==> config.mk <==
export PLATFORM = sky130hd
export DESIGN_NAME = period_capture_flat
export DESIGN_NICKNAME = d
export VERILOG_FILES = /design/src/rtl/period_capture_pkg.sv /design/src/rtl/period_capture_if.sv /design/src/rtl/sync_bit.sv /design/src/rtl/period_capture.sv /design/src/flat_wrapper.sv
export SDC_FILE = /design/constraint.sdc
export NUM_CORES = 1
export LEC_CHECK = 0
export CORE_MARGIN = 2
export CORE_UTILIZATION = 54
export DETAILED_ROUTE_END_ITERATION = 8
export PLACE_DENSITY = 0.79
export RECOVER_POWER = 100
export SLEW_MARGIN = 40
export SYNTH_ARGS = -nofsm -noshare
export SYNTH_HDL_FRONTEND = slang
export SYNTH_SLANG_ARGS = --single-unit
==> constraint.sdc <==
create_clock -name clk -period 2.52 [get_ports clk]
set_clock_uncertainty 0.15 [all_clocks]
set_input_delay 0.504 -clock clk [delete_from_list [all_inputs] [get_ports clk]]
set_output_delay 0.504 -clock clk [all_outputs]
set_load 0.05 [all_outputs]
==> src/rtl/period_capture_pkg.sv <==
// Shared types and helpers for the period_capture block: FSM encodings and
// the counter ceiling used for saturation.
package period_capture_pkg;

    typedef enum logic [1:0] {
        ST_IDLE    = 2'd0,
        ST_WAIT    = 2'd1,
        ST_MEASURE = 2'd2
    } state_t;

    // All-ones value of a counter 'width' bits wide (1..32).
    function automatic logic [31:0] count_max(input int unsigned width);
        count_max = 32'hFFFF_FFFF >> (32'd32 - width);
    endfunction

endpackage

==> src/rtl/period_capture_if.sv <==
// Consumer-side bundle of period_capture: buffered measurement with
// valid/ready handshake plus saturation and overrun status.
interface period_capture_if #(
    parameter int COUNT_WIDTH = 16
);
    logic [COUNT_WIDTH-1:0] period;
    logic                   period_valid;
    logic                   period_ready;
    logic                   saturated;
    logic                   overrun;
    logic                   clr_overrun;

    modport master (
        output period, period_valid, saturated, overrun,
        input  period_ready, clr_overrun
    );

    modport slave (
        input  period, period_valid, saturated, overrun,
        output period_ready, clr_overrun
    );
endinterface

==> src/rtl/sync_bit.sv <==
// Flop-chain synchroniser for a single asynchronous bit; chain clears on reset.
module sync_bit #(
    parameter int STAGES = 2
) (
    input  logic clk,
    input  logic rst,
    input  logic d,
    output logic q
);

    logic [STAGES-1:0] chain_r;

    // shift the asynchronous input through the metastability chain
    always_ff @(posedge clk or negedge rst) begin
        if (!rst) begin
            chain_r <= '0;
        end else begin
            chain_r <= {chain_r[STAGES-2:0], d};
        end
    end

    assign q = chain_r[STAGES-1];

endmodule

==> src/rtl/period_capture.sv <==
// Measures clk cycles between rising edges of sig_in and hands each interval
// to a consumer through a one-entry buffer with saturation and overrun flags.
module period_capture
    import period_capture_pkg::*;
#(
    parameter int COUNT_WIDTH = 16,
    parameter int SYNC_STAGES = 2
) (
    input  logic                  clk,
    input  logic                  rst,
    input  logic                  enable,
    input  logic                  sig_in,
    period_capture_if.master      cap
);

    localparam logic [COUNT_WIDTH-1:0] CNT_MAX = COUNT_WIDTH'(count_max(COUNT_WIDTH));
    localparam logic [COUNT_WIDTH-1:0] CNT_ONE = {{(COUNT_WIDTH-1){1'b0}}, 1'b1};

    logic                   s_s;
    logic                   s_d_r;
    logic                   edge_r;
    state_t                 state_r;
    state_t                 state_s;
    logic [COUNT_WIDTH-1:0] cnt_r;
    logic                   cnt_clr_s;
    logic                   cnt_load_s;
    logic                   cnt_inc_s;
    logic                   result_s;
    logic                   consume_s;
    logic                   load_s;
    logic                   drop_s;
    logic [COUNT_WIDTH-1:0] period_r;
    logic                   valid_r;
    logic                   sat_r;
    logic                   overrun_r;

    sync_bit #(.STAGES(SYNC_STAGES)) u_sync (
        .clk (clk),
        .rst (rst),
        .d   (sig_in),
        .q   (s_s)
    );

    // registered rising-edge detect on the synchronised input
    always_ff @(posedge clk or negedge rst) begin
        if (!rst) begin
            s_d_r  <= 1'b0;
            edge_r <= 1'b0;
        end else begin
            s_d_r  <= s_s;
            edge_r <= s_s & ~s_d_r;
        end
    end

    // FSM state register
    always_ff @(posedge clk or negedge rst) begin
        if (!rst) begin
            state_r <= ST_IDLE;
        end else begin
            state_r <= state_s;
        end
    end

    // FSM next state; enable low overrides everything
    always_comb begin
        state_s = state_r;
        if (!enable) begin
            state_s = ST_IDLE;
        end else begin
            case (state_r)
                ST_IDLE:    state_s = ST_WAIT;
                ST_WAIT:    state_s = edge_r ? ST_MEASURE : ST_WAIT;
                ST_MEASURE: state_s = ST_MEASURE;
                default:    state_s = ST_IDLE;
            endcase
        end
    end

    // FSM outputs: counter control and result strobe
    always_comb begin
        cnt_clr_s  = 1'b0;
        cnt_load_s = 1'b0;
        cnt_inc_s  = 1'b0;
        result_s   = 1'b0;
        if (!enable) begin
            cnt_clr_s = 1'b1;
        end else begin
            case (state_r)
                ST_IDLE: cnt_clr_s = 1'b1;
                ST_WAIT: cnt_load_s = edge_r;
                ST_MEASURE: begin
                    cnt_load_s = edge_r;
                    cnt_inc_s  = ~edge_r;
                    result_s   = edge_r;
                end
                default: cnt_clr_s = 1'b1;
            endcase
        end
    end

    // interval counter, restarts at 1 on each edge so the result equals t1 - t0
    always_ff @(posedge clk or negedge rst) begin
        if (!rst) begin
            cnt_r <= '0;
        end else if (cnt_clr_s) begin
            cnt_r <= '0;
        end else if (cnt_load_s) begin
            cnt_r <= CNT_ONE;
        end else if (cnt_inc_s && (cnt_r != CNT_MAX)) begin
            cnt_r <= cnt_r + CNT_ONE;
        end else begin
            cnt_r <= cnt_r;
        end
    end

    assign consume_s = valid_r & cap.period_ready;
    assign load_s    = result_s & (~valid_r | cap.period_ready);
    assign drop_s    = result_s & valid_r & ~cap.period_ready;

    // one-entry output buffer; a same-cycle consume frees the slot for the new result
    always_ff @(posedge clk or negedge rst) begin
        if (!rst) begin
            period_r <= '0;
            sat_r    <= 1'b0;
            valid_r  <= 1'b0;
        end else if (load_s) begin
            period_r <= cnt_r;
            sat_r    <= (cnt_r == CNT_MAX);
            valid_r  <= 1'b1;
        end else if (consume_s) begin
            valid_r  <= 1'b0;
        end else begin
            valid_r  <= valid_r;
        end
    end

    // sticky overrun; a new drop beats a simultaneous clear
    always_ff @(posedge clk or negedge rst) begin
        if (!rst) begin
            overrun_r <= 1'b0;
        end else if (drop_s) begin
            overrun_r <= 1'b1;
        end else if (cap.clr_overrun) begin
            overrun_r <= 1'b0;
        end else begin
            overrun_r <= overrun_r;
        end
    end

    assign cap.period       = period_r;
    assign cap.period_valid = valid_r;
    assign cap.saturated    = sat_r;
    assign cap.overrun      = overrun_r;

endmodule

==> src/flat_wrapper.sv <==
// flat-port wrapper written by rule: the top's interface ports become plain ports
module period_capture_flat import period_capture_pkg::*;
#(
    parameter int COUNT_WIDTH = 16,
    parameter int SYNC_STAGES = 2
)
  (clk, rst, enable, sig_in, cap_period, cap_period_valid, cap_saturated, cap_overrun, cap_period_ready, cap_clr_overrun);
  period_capture_if #(.COUNT_WIDTH(COUNT_WIDTH)) cap_i ();
  input  logic clk;
  input  logic rst;
  input  logic enable;
  input  logic sig_in;
  output wire logic [$bits(cap_i.period)-1:0] cap_period;
  output wire logic [$bits(cap_i.period_valid)-1:0] cap_period_valid;
  output wire logic [$bits(cap_i.saturated)-1:0] cap_saturated;
  output wire logic [$bits(cap_i.overrun)-1:0] cap_overrun;
  input wire logic [$bits(cap_i.period_ready)-1:0] cap_period_ready;
  input wire logic [$bits(cap_i.clr_overrun)-1:0] cap_clr_overrun;
  assign cap_period = cap_i.period;
  assign cap_period_valid = cap_i.period_valid;
  assign cap_saturated = cap_i.saturated;
  assign cap_overrun = cap_i.overrun;
  assign cap_i.period_ready = cap_period_ready;
  assign cap_i.clr_overrun = cap_clr_overrun;
  period_capture #(.COUNT_WIDTH(COUNT_WIDTH), .SYNC_STAGES(SYNC_STAGES)) u_core (.clk(clk), .rst(rst), .enable(enable), .sig_in(sig_in), .cap(cap_i));
endmodule
=== Word level (Yosys, flattened, before mapping) ===
Cells that the tools add are included.

* Output and inout bits: 19
* Logic and storage cells: 48
* Register bits: 41
* Input port bits: 6

* $add $sub $neg: 1
* Bitwise gates (word level): 10
* Multiplexer cells: 18
* Eq/ne operators: 4
* Reduce and logical (&&, ||, !) cells: 6

{| class="wikitable"
|+ Operators by type and width
! operator !! number
|-
| $mux W16 || 3
|-
| $add A16 B1 Y16 const B || 1
|-
| $eq A16 B16 Y1 const B || 1
|-
| $ne A16 B16 Y1 const B || 1
|-
| $mux W1 || 12
|-
| $pmux W2 S3 || 1
|-
| $and A1 B1 Y1 || 5
|-
| $mux W2 || 2
|-
| $not A1 Y1 || 4
|-
| $reduce_bool A2 Y1 || 2
|-
| $reduce_bool A3 Y1 || 1
|-
| $eq A2 B1 Y1 const B || 1
|-
| $eq A2 B2 Y1 const B || 1
|-
| $logic_not A2 Y1 || 1
|-
| $reduce_or A2 Y1 || 1
|-
| $logic_and A1 B1 Y1 || 1
|-
| $or A1 B1 Y1 || 1
|}

=== Logic depth before layout (Yosys ltp) ===
* Word-level depth: 7
* Mapped depth: 7
* Depth with buffers taken out: 6

=== By module ===
A second synthesis with hierarchy kept.

* Cell total of the unflattened synthesis: 170
* Area total of the unflattened synthesis: 1936.9 um^2

{| class="wikitable"
|+ By module, submodules not included
! module !! cells an instance !! seq. area each (um^2) !! times used !! area each (um^2)
|-
| period_capture || 168 || 975.9 || 1 || 1886.8
|-
| sync_bit || 2 || 50.0 || 1 || 50.0
|}

=== Worst setup path before layout ===
Ideal clock, no wire load.

* Path type: reg2reg
* From: reg u_core.state_r[0]
* To: reg u_core.period_r[0] (netlist: u_core.cap.period[0])
* Cell stages (with the launch flop): 8
* Slack: 0.408 ns
* Path buffers: 2
* Period minus slack after synthesis: 2.112 ns
* Library setup time: 0.125 ns
* Data required time: 2.245 ns
* Arrival time: 1.838 ns
* Path through: dfrtp_1 inv_1 ha_1 and2_1 and3_1 clkbuf_1 buf_2 mux2_2

* Longest elaborated chain between the ends: 4

{| class="wikitable"
|+ RTL lines
! element !! line !! text
|-
| start, declared || period_capture.sv:22 || <nowiki>state_t state_r;</nowiki>
|-
| start signal, assigned || period_capture.sv:60 || <nowiki>state_r <= state_s;</nowiki>
|-
| $eq A2 B2 Y1 || period_capture.sv:88 || <nowiki>case (state_r)</nowiki>
|-
| $mux W1 || period_capture.sv:88 ||
|-
| $mux W1 || period_capture.sv:85 || <nowiki>if (!enable) begin</nowiki>
|-
| $and A1 B1 Y1 || period_capture.sv:117 || <nowiki>assign load_s = result_s & (~valid_r | cap.period_ready);</nowiki>
|-
| end signal, assigned || period_capture.sv:127 || <nowiki>period_r <= cnt_r;</nowiki>
|-
| end, declared || period_capture.sv:32 || <nowiki>logic [COUNT_WIDTH-1:0] period_r;</nowiki>
|}

No other way between the ends.
A chain may end at the register's enable or synchronous reset.

=== Worst setup path in the final report ===
* From: reg u_core.period_r[10] (netlist: u_core.cap.period[10])
* To: out cap_period[10]

{| class="wikitable"
|+ RTL lines
! element !! line !! text
|-
| end, declared || flat_wrapper.sv:13 || <nowiki>output wire logic [$bits(cap_i.period)-1:0] cap_period;</nowiki>
|}

No word-level cell between the ends.

==> metrics.md <==
| Metric | Value |
|---|---|
| Yosys cell types | `36` |
| Critical Path AT | `1.60 ns` |
| Post-synth EDFFs | `0` |
| DRT iter0 DRCs | `103` |
| Critical Path Sink Type | `output pin` |
| Syn nets | `173` |
| Final ANT Viol Nets | `0` |
| Die H | `roughly 63 µm` |
| First-pass GRT wire length | `around 6.8 mm` |
| Initial antenna violation count | `0` |
| Max-cap viol count | `0` |
| GPL Wtd Cong | `0.834` |
| Hold wc startpoint | `u_core.u_sync.chain_r[0]` |
| RSZ-0062 raised after global routing | `false` |
| Synth area leaders | `dfrtp_1 (55%), mux2_2 (10%), ha_1 (3.3%)` |
| Largest stage delay, worst path | `0.88 ns` |
| Ports | `25` |
| Yosys reg bits | `41` |
| Sequential cell area | `a little over 0.001 mm²` |
| CP Buf/Inv Count | `1` |
| Critical path cell sequence | `dlygate4sd3_1` |
| Clk pin slew, worst setup/hold paths | `0.11 ns` |
| Pre-CTS setup slack | `between 0.08 and 0.09 ns` |
| Post-synthesis sequential area ratio | `0.546` |
| Die width | `63.0 µm` |
| Via count of the first global-routing pass | `1469` |
| DR vias | `1448` |
| Post_cts resized | `0` |
| Fin. max-slew vios | `0` |
| Final setup viols | `0` |
| GRT overflow | `0` |
| Vias per cell | `5.98` |
| Hpwl dp | `2.69 mm` |
| DP Area | `0.00220 mm²` |
| Area of the multi-input gates | `805 µm²` |
| Warning count from the yosys run | `0` |
| Slew margin rel. | `0.356` |
| Pleak | `between 1 and 1.5 nW` |
| DR DRC count | `0` |
| P&R area growth vs syn | `21.0%` |
| Status | `finished, final reports clean` |
| Layout cells sized above 1 | `0.194` |
| Max FO, Critical Path | `2` |
| Slowest stage cell on the critical path | `dlygate4sd3_1` |
| FF-to-FF setup slack | `between 0.3 and 0.4 ns` |
| Setup TNS | `0 ns` |
| Crit path kind | `flip-flop to output pin` |
| Finished Core Util | `0.681` |
| Min Tclk post-route | `2.25 ns` |
| Worst Hold End | `u_core.u_sync.chain_r[1]` |
| DRT Wirelength | `around 3.8 mm` |
| Routed length per instance | `15.5 µm` |
| Row count | `21` |
| Clock sink total | `41` |
| Startpoint types | `flip-flop` |
| Fin crit share | `0.893` |
| WP data required | `roughly 1.9 ns` |
| Largest net degree at the start of global routing | `42` |
| Hold Path Depth | `0` |
| Worst r2r path cells | `5` |
| Overall routing resource usage | `0.218` |
| DR pass1 iterations | `4` |
| CTS Buf Count | `5` |
| R2R Path End | `u_core.cnt_r[4]` |
| Clock Path Buffers | `2` |
| Hold slack | `0.226 ns` |
| Share of the synthesized area in the top cell type | `0.546` |
| Diode count | `0` |
| I/O Buffers | `24` |
| Die area | `0.00397 mm²` |
| Hold Path Class | `flip-flop to flip-flop` |
| Worst Tran Pin Value | `0.965 ns` |
| Final #Nets | `206` |
| Max Freq | `approximately 440 MHz` |
| Top FF cell, synth | `dfrtp_1` |
| Syn avg cell area | `11.6 µm²` |
| FILL cells | `273` |
| Reg2reg start | `u_core.cnt_r[8]` |
| Total core area | `0.00334 mm²` |
| Post-route cell area | `0.00227 mm²` |
| Worst vdd ir | `around 0.00033 V` |
| PnR worst setup slack | `0.270 ns` |
| Cells after Synth | `162` |
| H-Tree Depth | `2` |
| Top cells by count, synth | `dfrtp_1 (41), mux2_2 (17), a21oi_1 (11), nand2_1 (11), or4_1 (8)` |
| Final Hold Vio Count | `0` |
| Top-count cell post-synth | `dfrtp_1` |
| CP top delay family | `buffers and inverters` |
| Mapped cell area | `0.00188 mm²` |
| Root buffer cell | `clkbuf_4` |
| Synth async-reset ratio | `1.00` |
| Starting Density | `0.563` |
| Clk_lat worst skew | `0.35 ns` |
| Cell accounting for the most synthesized area | `dfrtp_1` |
| CTS tree | `done` |
| Pwr per Cell Area | `481 mW/mm²` |
## worst max path at each step
stage                            start              endpoint  slack [ns]  cells past startpoint
6_report         u_core.cap.period[10]        cap_period[10]        0.27                      1
4_1_cts        u_core.cap.period_valid      cap_period_valid        0.32                      1
5_1_grt                u_core.cnt_r[8]       u_core.cnt_r[4]        0.16                      5
3_5_place_dp                    enable       u_core.cnt_r[9]        0.09                      5
3_3_place_gp                    enable       u_core.cnt_r[9]        0.12                      5
2_1_floorplan        u_core.state_r[0]  u_core.cap.period[0]        0.41                      7
## kinds of logic (layout without fill, tap and decap cells)
group / Yosys count / in the layout / share of synthesized area
compound gates: 32 / 32 / 0.113
xor+xnor: 1 / 1 / 0.00466
fa+ha+maj: 5 / 5 / 0.0333
buf+inv: 12 / 46 / 0.0253
flops: 41 / 41 / 0.546
mux: 19 / 19 / 0.113
simple gates: 52 / 52 / 0.165
## metal layers
metal  part of all wire  vias up  GRT usage
met3              0.050       13     0.0523
met4              0.022        0     0.0694
met5                  0        -          0
met1               0.43      715      0.279
met2               0.50       41      0.366
li1                   -      679          -
## report_power, final
part	total, W	internal, W	switching [W]
combinational	0.0000584	0.0000211	0.0000374
clock	0.000365	0.000162	0.000203
sequential	0.000671	0.000665	0.00000595
total	0.00109	0.000847	0.000246
## flip-flops by register name (all words and copies together), names as in the netlist
register and flops:
u_core.cnt_r 16, u_core.edge_r 1, u_core.cap.period_valid 1, u_core.s_d_r 1
u_core.cap.overrun 1, u_core.cap.saturated 1, u_core.u_sync.chain_r 2, u_core.cap.period 16
u_core.state_r 2
## layout by cell type (no fill, tap or decap), types with 2 or more instances in the layout
| master | instances |
|---|---|
| and3_1 | 2 |
| nor3_1 | 2 |
| mux2i_1 | 2 |
| buf_4 | 5 |
| o31ai_1 | 7 |
| and2_0 | 2 |
| or4_1 | 8 |
| nor2_1 | 4 |
| o21a_1 | 3 |
| o311ai_0 | 2 |
| clkbuf_2 | 2 |
| dfrtp_1 | 41 |
| ha_1 | 5 |
| or2_2 | 2 |
| nor4_1 | 2 |
| dlygate4sd3_1 | 22 |
| nand2_1 | 11 |
| clkbuf_8 | 2 |
| nand3_1 | 5 |
| clkdlybuf4s50_1 | 2 |
| o21ai_0 | 2 |
| inv_1 | 6 |
| a21oi_1 | 11 |
| mux2_2 | 17 |
| clkbuf_4 | 5 |
| nand4_1 | 5 |
| o41ai_1 | 4 |
## per-stage QoR
stage | total power (W) | cells
finish | 0.00109 | 242
global route | 0.00114 | 242
CTS | 0.00111 | 242
detailed placement | 0.000743 | 233
global placement | 0.000738 | 233
floorplan | 0.000708 | 162
## area by class of cell
| type | instances | area share |
|---|---|---|
| clock buffers | 7 | 0.0286 |
| repair buffers | 32 | 0.128 |
| flip-flops and latches | 41 | 0.452 |
| well taps | 46 | 0.0253 |
| multi-input cells | 109 | 0.354 |
| clock inverters | 1 | 0.00220 |
| inverters | 6 | 0.00991 |
## what timing repair did
item | CTS | global route
hold buffers | 1 | 0
endpoints found under the hold margin | 41 | 0
buffers inserted | 0 | 0
No activity file was read; power rests on OpenSTA's default activity.
